### config.mk
export PLATFORM = sky130hd
export DESIGN_NAME = obstacle_pixel_renderer
export DESIGN_NICKNAME = d
export VERILOG_FILES = /design/src/rtl/obstacle_pixel_renderer.sv
export SDC_FILE = /design/constraint.sdc
export NUM_CORES = 1
export LEC_CHECK = 0
export CAP_MARGIN = 10
export CORE_ASPECT_RATIO = 1.4
export CORE_UTILIZATION = 32
export CTS_BUF_LIST = sky130_fd_sc_hd__clkbuf_8
export DETAILED_ROUTE_END_ITERATION = 8
export PLACE_DENSITY = 0.55
export SLEW_MARGIN = 20
export SYNTH_ARGS = -nofsm -noshare
export SYNTH_HDL_FRONTEND = slang
export SYNTH_SLANG_ARGS = --single-unit
### constraint.sdc
create_clock -name clk -period 2.9 [get_ports clk]
set_input_delay 0.435 -clock clk [delete_from_list [all_inputs] [get_ports clk]]
set_output_delay 0.435 -clock clk [all_outputs]
set_load 0.005 [all_outputs]
### src/rtl/obstacle_pixel_renderer.sv
// Obstacle pixel renderer: shadow/active slot geometry, 2-stage hit pipeline,
// per-frame bird/obstacle collision reporting.
//
// Ports:
//   clk, reset_n            clock, async active-low reset
//   obs_valid/obs_ready     geometry write handshake
//   obs_idx, obs_en         target slot, slot enable
//   obs_left/right          column span [left, right), left > right wraps
//   obs_ytop/ybot           gap rows [ytop, ybot), pipes outside
//   frame_start             vertical-blank pulse, latches shadow into active
//   pix_valid/x/y           scan pixel
//   bird_pixel              bird covers the scan pixel
//   obs_pixel(_valid)       obstacle coverage, 2 cycles after the pixel
//   collision(_count)       overlap summary of the previous frame
module obstacle_pixel_renderer #(
    parameter int N_OBS         = 3,
    parameter int SCREEN_WIDTH  = 640,
    parameter int SCREEN_HEIGHT = 480,
    localparam int IDXW = (N_OBS > 1) ? $clog2(N_OBS) : 1
) (
    input  logic            clk,
    input  logic            reset_n,
    input  logic            obs_valid,
    output logic            obs_ready,
    input  logic [IDXW-1:0] obs_idx,
    input  logic            obs_en,
    input  logic [9:0]      obs_left,
    input  logic [9:0]      obs_right,
    input  logic [8:0]      obs_ytop,
    input  logic [8:0]      obs_ybot,
    input  logic            frame_start,
    input  logic            pix_valid,
    input  logic [9:0]      pix_x,
    input  logic [8:0]      pix_y,
    input  logic            bird_pixel,
    output logic            obs_pixel,
    output logic            obs_pixel_valid,
    output logic            collision,
    output logic [7:0]      collision_count
);

    typedef struct packed {
        logic       en;
        logic [9:0] left;
        logic [9:0] right;
        logic [8:0] ytop;
        logic [8:0] ybot;
    } slot_t;

    localparam logic [0:0]    ST_LOAD = 1'b0;
    localparam logic [0:0]    ST_COPY = 1'b1;
    localparam logic [IDXW:0] NOBS_W  = (IDXW + 1)'(N_OBS);
    localparam logic [10:0]   XLIM    = 11'(SCREEN_WIDTH);
    localparam logic [9:0]    YLIM    = 10'(SCREEN_HEIGHT);

    logic [0:0]       state_q, state_d;
    slot_t            shadow_q [N_OBS];
    slot_t            shadow_d [N_OBS];
    slot_t            active_q [N_OBS];
    slot_t            active_d [N_OBS];
    logic [N_OBS-1:0] hit_d, hit_s1_q;
    logic             valid_s1_q, bird_s1_q, bird_s2_q;
    logic             obs_pixel_q, obs_pixel_valid_q;
    logic             collision_q, collision_d;
    logic [7:0]       acc_q, acc_d, count_q, count_d;
    logic [8:0]       sum;
    logic [7:0]       total;
    logic             accept, copy, inc, on_screen;

    function automatic logic slot_hit(slot_t s, logic [9:0] x, logic [8:0] y);
        logic in_x;
        logic in_y;
        // left > right means the right edge wrapped past 1023
        if (s.left <= s.right) in_x = (x >= s.left) && (x < s.right);
        else                   in_x = (x >= s.left);
        // an empty gap (ytop >= ybot) makes this true for every row
        in_y = (y < s.ytop) || (y >= s.ybot);
        return s.en && in_x && in_y;
    endfunction

    assign obs_ready = (state_q == ST_LOAD);
    assign accept    = obs_valid && obs_ready && ({1'b0, obs_idx} < NOBS_W);
    // copy on the frame_start edge itself, so a write in that same
    // cycle lands in shadow only and shows up one frame later
    assign copy      = frame_start && (state_q == ST_LOAD);
    assign on_screen = ({1'b0, pix_x} < XLIM) && ({1'b0, pix_y} < YLIM);

    always_comb begin
        state_d = state_q;
        unique case (state_q)
            ST_LOAD: if (frame_start) state_d = ST_COPY;
            ST_COPY: state_d = ST_LOAD;
            default: state_d = ST_LOAD;
        endcase
    end

    always_comb begin
        for (int k = 0; k < N_OBS; k++) begin
            shadow_d[k] = shadow_q[k];
            active_d[k] = copy ? shadow_q[k] : active_q[k];
            if (accept && (obs_idx == IDXW'(k))) begin
                shadow_d[k] = '{en: obs_en, left: obs_left,
                                right: obs_right, ytop: obs_ytop,
                                ybot: obs_ybot};
            end
            hit_d[k] = on_screen && slot_hit(active_q[k], pix_x, pix_y);
        end
    end

    assign inc = obs_pixel_q && bird_s2_q;

    always_comb begin
        sum         = {1'b0, acc_q} + {8'd0, inc};
        total       = sum[8] ? 8'hFF : sum[7:0];
        acc_d       = frame_start ? 8'd0 : total;
        count_d     = count_q;
        collision_d = collision_q;
        if (frame_start) begin
            count_d     = total;
            collision_d = (total != 8'd0);
        end
    end

    always_ff @(posedge clk or negedge reset_n) begin
        if (!reset_n) begin
            state_q <= ST_LOAD;
            for (int k = 0; k < N_OBS; k++) begin
                shadow_q[k] <= '0;
                active_q[k] <= '0;
            end
        end else begin
            state_q <= state_d;
            for (int k = 0; k < N_OBS; k++) begin
                shadow_q[k] <= shadow_d[k];
                active_q[k] <= active_d[k];
            end
        end
    end

    always_ff @(posedge clk or negedge reset_n) begin
        if (!reset_n) begin
            hit_s1_q          <= '0;
            valid_s1_q        <= 1'b0;
            bird_s1_q         <= 1'b0;
            bird_s2_q         <= 1'b0;
            obs_pixel_q       <= 1'b0;
            obs_pixel_valid_q <= 1'b0;
        end else begin
            hit_s1_q          <= hit_d;
            valid_s1_q        <= pix_valid;
            bird_s1_q         <= bird_pixel;
            bird_s2_q         <= bird_s1_q && valid_s1_q;
            obs_pixel_q       <= (|hit_s1_q) && valid_s1_q;
            obs_pixel_valid_q <= valid_s1_q;
        end
    end

    always_ff @(posedge clk or negedge reset_n) begin
        if (!reset_n) begin
            acc_q       <= 8'd0;
            count_q     <= 8'd0;
            collision_q <= 1'b0;
        end else begin
            acc_q       <= acc_d;
            count_q     <= count_d;
            collision_q <= collision_d;
        end
    end

    assign obs_pixel       = obs_pixel_q;
    assign obs_pixel_valid = obs_pixel_valid_q;
    assign collision       = collision_q;
    assign collision_count = count_q;

endmodule

==> run summary, run 1 <==
After synthesis the netlist holds a flip-flop and latch count of 260. The per-cell via count in the routed design came out at between 4 and 5. Setup repair after global routing left no endpoint under its margin. The global routing usage summed across all routing layers came out at around 16%. In this run the standard cell core region covers around 0.04 mm².

In this run the tool buffered the top-level ports with 77 buffer cells. STA puts the critical path data required time at ~3.3 ns. The synthesized net count is between 1,000 and 1,500. Summed over all layers, the global routing overflow is 0.

Summing the areas of all compound-gate instances in the mapped netlist gives between 10% and 20% of the synthesized area. The clock tree skew after final layout is roughly 0.026 ns. The synthesized design spends more area on one cell type than any other, namely sky130_fd_sc_hd__dfrtp_1. The transition time of the tightest slew-check pin is approximately 0.63 ns.

The setup check on the worst reg-to-reg path leaves a slack of roughly 0.71 ns. By area, the combinational part of the netlist is dominated by adder cells. By area the synthesized netlist is led by sky130_fd_sc_hd__dfrtp_1, sky130_fd_sc_hd__ha_1, sky130_fd_sc_hd__mux2_2, sky130_fd_sc_hd__o21ai_0, sky130_fd_sc_hd__nand2_1. The die is 171.1 µm wide. The initial detailed-routing violation count is 367.

The clock buffer count from CTS is between 40 and 50. The number of global-route vias before repair is 9,033. The clock passes through at most 3 buffers. The source-to-sink clock delay at the later pin of the worst-skew pair came out at ~0.57 ns.

The commonest cells after synthesis are sky130_fd_sc_hd__dfrtp_1, sky130_fd_sc_hd__ha_1, sky130_fd_sc_hd__o21ai_0. The setup TNS came out at 0 ns. The final setup violation count came out at 0. Power spread over the standard cell area amounts to approximately 700 mW/mm². The part of the Yosys area used for sequential elements is 50.77%. After Yosys synthesis, full adders, half adders and majority gates account for a little over an eighth of the synthesized area. The number of placement rows came out at 86. The minimum clock period after layout came out at 2.196 ns. The final estimated routing congestion in global placement came out at a little over 0.8. The relative slew slack came out at between 50% and 60%. The post-synthesis average cell area came out at 11.15 µm².

The run finished with clean final reports. The effective utilization at floorplan is approximately a third. The proportion of register bits with asynchronous set or reset after synthesis came out at between 90% and 100%. Dividing the detail-routed wire length by the instance count gives 17.34 µm. The worst setup path is captured at a register. Fill cells in the final layout number ~4,000.

After Yosys synthesis, XOR and XNOR cells account for 0.2734% of the synthesized area. The net count reported at finish is ~1,500. Summed over all layers, the routed wires come to around 31,000 µm.

The reported leakage power came out at ~7 nW. The most used flip-flop cell after synthesis is sky130_fd_sc_hd__dfrtp_1. The simple-gate area share of the yosys netlist is 7.909%. In the post-synthesis netlist, the cell with the most instances is sky130_fd_sc_hd__dfrtp_1.

The proportion of layout cells with a drive suffix above 1 is approximately 17%. The share of the clock period used by the worst path after layout came out at 75.71%. The count of distinct cell types in the synthesized netlist came out at 51.

Across the run, the number of max-cap violations was 0. The largest fanout on the critical path is 4. The detail route stage leaves a number of antenna-violating nets equal to 0.

The netlist area before placement came out at 0.01281 mm². The total I/O pin count came out at a little under 80. Entering global routing, the biggest net connects just over 90 pins. The CTS sink count is 260. The detailed-route via count came out at roughly 8,600.

The cell sitting at the root of the clock tree is a sky130_fd_sc_hd__clkbuf_8. The total of warnings raised by yosys is 0. The H-tree depth came out at 2.

The post-cts gate resize count came out at 0. The share of cell area taken by muxes after synthesis is between 10% and 20%. After clock tree synthesis, the setup repair step added 0 buffers. The count of final hold-check violations was 0. Detailed placement ended at an HPWL of ~23,000 µm.

The first TritonRoute pass finished after 4 iterations. The CTS tree is built. The instance area after placement came out at between 0.01 and 0.015 mm². The die boundary height came out at 238.8 µm. The critical path launch point type is an input port. The final non-filler cell area is between 0.015 and 0.02 mm².

The area share of the largest cell type after synthesis is between 50% and 60%. The type of the worst min-delay path is input port to register. The final number of max-transition violations came out at 0. The critical path is of the input port to register type.

The clock edge transition at the registers on the reported setup and hold paths came out at 0.05 ns. The initial antenna violation count is 1. Compared with the post-synthesis result, the final layout area differs by 18.14%.

The wire length of the first global-routing pass came out at 50,200 µm. After detailed routing, the number of remaining DRC violations is 0. The signal arrival time at the worst endpoint came out at between 2 and 3 ns. The highest clock frequency the design can meet is 455.5 MHz.

After clock tree synthesis, the flow added hold-fix buffers numbering 1. The worst vdd rail ir drop came out at between 0.0004 and 0.0005 V. The synthesized instance count is between 1,000 and 1,500.

The number of synthesized flops with an enable pin came out at 0. The area of the die is between 0.04 and 0.05 mm².
per-layer routing:
| metal | track usage, % | up-vias | routed length, µm |
|---|---|---|---|
| li1 | - | 4193 | - |
| met1 | 18.93 | 4222 | 13060 |
| met2 | 29.48 | 131 | 16430 |
| met3 | 2.483 | 55 | 999 |
| met4 | 5.844 | 0 | 951 |
| met5 | 0 | - | 0 |
stage by stage:
stage / hold WS [ns] / util [%] / cells / total power [mW] / setup slack, ns
floorplan: 0.1394 / - / 1149 / 6.471 / 1.101
global placement: 0.4489 / 36.37 / 1739 / 7.378 / 0.2097
detailed placement: 0.4596 / 36.37 / 1739 / 7.468 / 0.1513
CTS: 0.2789 / 38.44 / 1812 / 10.64 / 0.7218
global route: 0.3058 / 38.44 / 1813 / 11.22 / 0.5165
finish: 0.3212 / 38.44 / 1813 / 10.45 / 0.7044
path summary, 6_finish.rpt:
| kind | startpoint | end | depth (start not counted) |
|---|---|---|---|
| min in group asynchronous | reset_n | active_q[108] | 2 |
| max in group asynchronous | reset_n | active_q[7] | 3 |
| max reg2reg | active_q[60] | hit_s1_q[1] | 8 |
| max | pix_x[0] | hit_s1_q[2] | 9 |
| min | bird_pixel | bird_s1_q | 1 |
| min reg2reg | shadow_q[37] | active_q[37] | 2 |
kinds of logic after synthesis:
kind of cell,count (synthesis)
simple gates,221
fa+ha+maj,140
xor+xnor,4
flops,260
mux,132
compound gates,233
buf+inv,159
cell usage in the layout, fill, tap and decap left out, types with 7 or more instances in the layout:
cell type and count:
sky130_fd_sc_hd__a21oi_1 39, sky130_fd_sc_hd__o21ai_0 125, sky130_fd_sc_hd__clkdlybuf4s50_1 76, sky130_fd_sc_hd__a21o_1 20
sky130_fd_sc_hd__nand2b_1 11, sky130_fd_sc_hd__buf_4 23, sky130_fd_sc_hd__nand4_1 11, sky130_fd_sc_hd__dfrtp_1 260
sky130_fd_sc_hd__nand3_1 12, sky130_fd_sc_hd__mux2_1 7, sky130_fd_sc_hd__nor2_1 32, sky130_fd_sc_hd__nand2_1 124
sky130_fd_sc_hd__a211oi_1 15, sky130_fd_sc_hd__mux2_2 122, sky130_fd_sc_hd__inv_1 126, sky130_fd_sc_hd__ha_1 140
sky130_fd_sc_hd__clkbuf_8 51, sky130_fd_sc_hd__clkinv_2 7
power by group:
part | internal (mW) | switching [mW] | leakage (nW)
clock | 1.59 | 1.49 | 0.457
combinational | 1.21 | 1.38 | 3.33
sequential | 4.41 | 0.367 | 3.19
total | 7.21 | 3.24 | 6.98
registers in the layout, indices dropped and copies added, names as in the netlist:
name / count
collision_count: 8
obs_pixel: 1
collision: 1
shadow_q: 117
state_q: 1
acc_q: 8
obs_pixel_valid: 1
active_q: 117
valid_s1_q: 1
bird_s1_q: 1
hit_s1_q: 3
bird_s2_q: 1
worst max-delay path: stages:
cell and delay, ns:
sky130_fd_sc_hd__clkdlybuf4s50_1 0.53, sky130_fd_sc_hd__inv_1 0.10, sky130_fd_sc_hd__ha_1 0.28, sky130_fd_sc_hd__nand2b_1 0.13
sky130_fd_sc_hd__a21o_1 0.17, sky130_fd_sc_hd__a21oi_1 0.16, sky130_fd_sc_hd__o21ai_0 0.15, sky130_fd_sc_hd__a2111oi_0 0.52
sky130_fd_sc_hd__nor4_1 0.11
area by class of cell:
| type | instances | area [µm²] | share of cell area, % |
|---|---|---|---|
| inverters | 115 | 431.7 | 2.851 |
| flip-flops and latches | 260 | 6506 | 42.98 |
| diodes | 1 | 2.502 | 0.01653 |
| well taps | 528 | 660.6 | 4.364 |
| multi-input cells | 730 | 5658 | 37.37 |
| clock inverters | 21 | 100.1 | 0.6612 |
| repair buffers | 107 | 1079 | 7.124 |
| clock buffers | 51 | 701.9 | 4.636 |
No activity file was read; power rests on OpenSTA's default activity.
==> inputs of run 2 (changes only) <==
--- a/config.mk
+++ b/config.mk
@@ -10,7 +10,7 @@
 export CORE_UTILIZATION = 32
 export CTS_BUF_LIST = sky130_fd_sc_hd__clkbuf_8
 export DETAILED_ROUTE_END_ITERATION = 8
-export PLACE_DENSITY = 0.55
+export PLACE_DENSITY = 0.57
 export SLEW_MARGIN = 20
 export SYNTH_ARGS = -nofsm -noshare
 export SYNTH_HDL_FRONTEND = slang
==> constraint.sdc (replaced) <==
create_clock -name clk -period 1.9 [get_ports clk]
set_input_delay 0.285 -clock clk [delete_from_list [all_inputs] [get_ports clk]]
set_output_delay 0.285 -clock clk [all_outputs]
set_load 0.005 [all_outputs]
==> run 2 against run 1 <==
Cell count grew 3.3%. Register-to-register slack got worse by 0.66 ns. Critical endpoint is now hit_s1_q[0]. Die area unchanged. Highest routed layer is now met5. Via count increased by 2.8%. Total power up 64%. Core utilization rose by 2.1 points.
==> run summary, run 2 (same netlist as run 1, synthesis figures left out) <==
The wire length of the first global-routing pass came out at 50,090 µm (-0.22%). The per-cell routed wire length is 16.67 µm (-3.9%). The library cells used most frequently in the layout, excluding fill and tap cells, are sky130_fd_sc_hd__dfrtp_1, sky130_fd_sc_hd__ha_1, sky130_fd_sc_hd__nand2_1. The utilization after layout is 40.54% (+2.1 points).

The worst path uses a little over nine tenths of the clock period. The detailed-route via count is 8,841 (+2.8%). The total I/O pin count was 78 (unchanged).

Based on the critical path, the design can be clocked at up to 540.3 MHz. The worst vdd rail ir drop is 0.0005068 V (+18%). The transition time of the tightest slew-check pin came out at 0.4343 ns (-0.1972 ns). The number of buffer cells added on primary ports is 77 (unchanged). The initial antenna violation count came out at 3 (+2). The largest registers in the layout are active_q (117), shadow_q (117). The number of max-capacitance violations reported came to 0 (unchanged). The largest fanout on the critical path came out at 4 (unchanged). The buffer levels on the longest clock path is 3 (unchanged).

The number of nets with antenna violations after detailed routing came out at 0 (unchanged). The wire length on met1 is 12,820 µm (-1.8%). Walking the worst path, the cells encountered are clkdlybuf4s50_1, inv_1, buf_4, ha_1, nand2b_1, a31oi_1, o21ai_0, a21oi_1, o21ai_1, nor4bb_2. The buffer type at the clock tree root is sky130_fd_sc_hd__clkbuf_8. The post-layout worst setup margin came out at 0.04902 ns (-0.6554 ns). The path type of the worst setup path is input port to register. The type of the worst min-delay path is input port to register. The worst slack on hold paths came to 0.1712 ns (-0.1500 ns).

The CTS sink count is 260 (unchanged). The number of global-route vias before repair came out at 9,336 (+3.4%). The DRC violations left came out at 0 (unchanged). The final estimated routing congestion in global placement is 0.8219 (-1.2%). Setup repair after global routing could not meet its margin everywhere.

The area of the die is 0.04086 mm² (unchanged). The clock tree skew after final layout came out at 0.02597 ns (+0.0001944 ns). The largest net degree at the start of global routing came out at 53 (-42%). The source-to-sink clock delay at the later pin of the worst-skew pair came out at 0.57 ns (about the same).

The relative slew slack was 70.30% (+12 points). The number of placement rows is 86 (unchanged). The met3 layer wire length in the routed design came out at 1015 µm (+1.6%). The total wirelength of the detailed-routed design came out at 31,230 µm (-0.68%).

The number of iterations in the first detailed-routing pass was 4 (unchanged). The global route total overflow came out at 0 (unchanged). Relative to the synthesized area, the layout overhead comes to 24.60%.

TritonCTS built the clock tree. The top routing layer in use is met5. The critical path launch point type is an input port. The proportion of layout cells with a drive suffix above 1 came out at 23.74% (+6.3 points). The total length of routed met2 wires came out at 16,370 µm (-0.34%). The signal arrival time at the worst endpoint came to 2.30 ns (-0.30 ns). Among cell families on the critical path, the largest total delay comes from buffers and inverters. The floorplan core area came out at 0.03938 mm² (unchanged).

The final setup violation count is 0 (unchanged). STA classifies the critical path endpoint as a register. The critical-path cell with the highest stage delay is sky130_fd_sc_hd__clkdlybuf4s50_1. The count of final hold-check violations is 0 (unchanged).

The per-cell via count in the routed design came out at 4.720 (-0.50%). The effective utilization at floorplan is 32.54% (unchanged). The power density over the cells is 1072 mW/mm² (+55%). The combined buffer and inverter count along the critical path came out at 3 (+1). The die boundary height came out at 238.8 µm (unchanged).

The setup TNS is 0 ns (unchanged). The run finished with clean final reports. The maximum cell stage delay along the critical path came out at 0.54 ns (about the same). The setup slack after placement came to -0.5352 ns (-0.6865 ns).

The most frequent standard cell in the layout excluding fill and tap cells is sky130_fd_sc_hd__dfrtp_1. The smallest clock period supported by the final layout is computed as around 1.9 ns. The non-filler instance count after layout is 1,873 (+3.3%). The global routing usage summed across all routing layers came out at 15.95% (-0.23 points). The net count reported at finish came out at 1,517 (+3.6%). The final number of max-transition violations is 0 (unchanged).

The number of instances in the placed design is 1,789 (+2.9%). The clock buffer count from CTS is 45 (+2.3%). The initial detailed-routing violation count is 341 (-7.1%). The reported leakage power is 7.352 nW (+5.4%). The die span in x is 171.1 µm (unchanged). The critical path data required time came out at 2.35 ns (-0.95 ns). The half-perimeter wire length of the detailed placement result was 23,220 µm (+1.6%). The clock edge transition at the registers on the reported setup and hold paths is 0.06 ns (about the same). The H-tree depth is 2 (unchanged).
## run 2: changes by cell type in the layout (fill, tap and decap cells not counted), moves of 4 or more
cell and change:
sky130_fd_sc_hd__a211oi_2 +5, sky130_fd_sc_hd__inv_2 +6, sky130_fd_sc_hd__ha_1 -4, sky130_fd_sc_hd__o21ai_0 -6, sky130_fd_sc_hd__inv_1 -8, sky130_fd_sc_hd__a211oi_1 -5, sky130_fd_sc_hd__clkbuf_8 +6, sky130_fd_sc_hd__buf_4 +44
sky130_fd_sc_hd__o21ai_1 +4, sky130_fd_sc_hd__buf_12 +6
## run 2: cell type report
cell class                      count  area (µm²)
Antenna cell                        1       2.502
Clock buffer                       57       784.5
Clock inverter                     23       181.4
Fill cell                        3864       23420
Inverter                          115       431.7
Multi-Input combinational cell    730        5848
Sequential cell                   260        6507
Tap cell                          528       660.6
Timing Repair Buffer              159        1550
## run 2: metrics by stage
step	instance area (µm²)	total power [mW]
after detailed placement	14780	11.59
final	15970	17.12
after floorplan	12810	9.877
after global routing	15970	18.31
after CTS	15810	17.23
after global placement	14780	11.43
## run 2: routing by layer
layer | up-vias | track usage [%]
met5 | - | 0
met4 | 4 | 6.385
met3 | 60 | 2.748
met2 | 125 | 28.85
met1 | 4353 | 18.41
li1 | 4299 | -
## run 2: final timing paths
check,startpoint,to,slack [ns],depth (start not counted)
setup / recovery,pix_x[0],hit_s1_q[0],0.05,10
hold / removal,bird_pixel,bird_s1_q,0.17,1
setup reg to reg,active_q[108],hit_s1_q[0],0.05,8
hold reg to reg,shadow_q[44],active_q[44],0.47,2
max in group asynchronous,reset_n,active_q[63],1.03,3
min in group asynchronous,reset_n,shadow_q[108],0.19,2
## run 2: power breakdown
part / internal, mW / leakage, nW / switching [mW]
Clock: 3.11 / 0.539 / 2.33
Combinational: 2.14 / 3.62 / 2.23
Sequential: 6.74 / 3.19 / 0.583
## run 2: repair_timing
item	4_1_cts	5_1_grt
endpoints found under the setup margin	7	15
hold buffers	1	0
pin swaps	4	11
buffers inserted	2	1
resized for setup	14	36
gates cloned	0	0
hold endpoints to repair	242	0
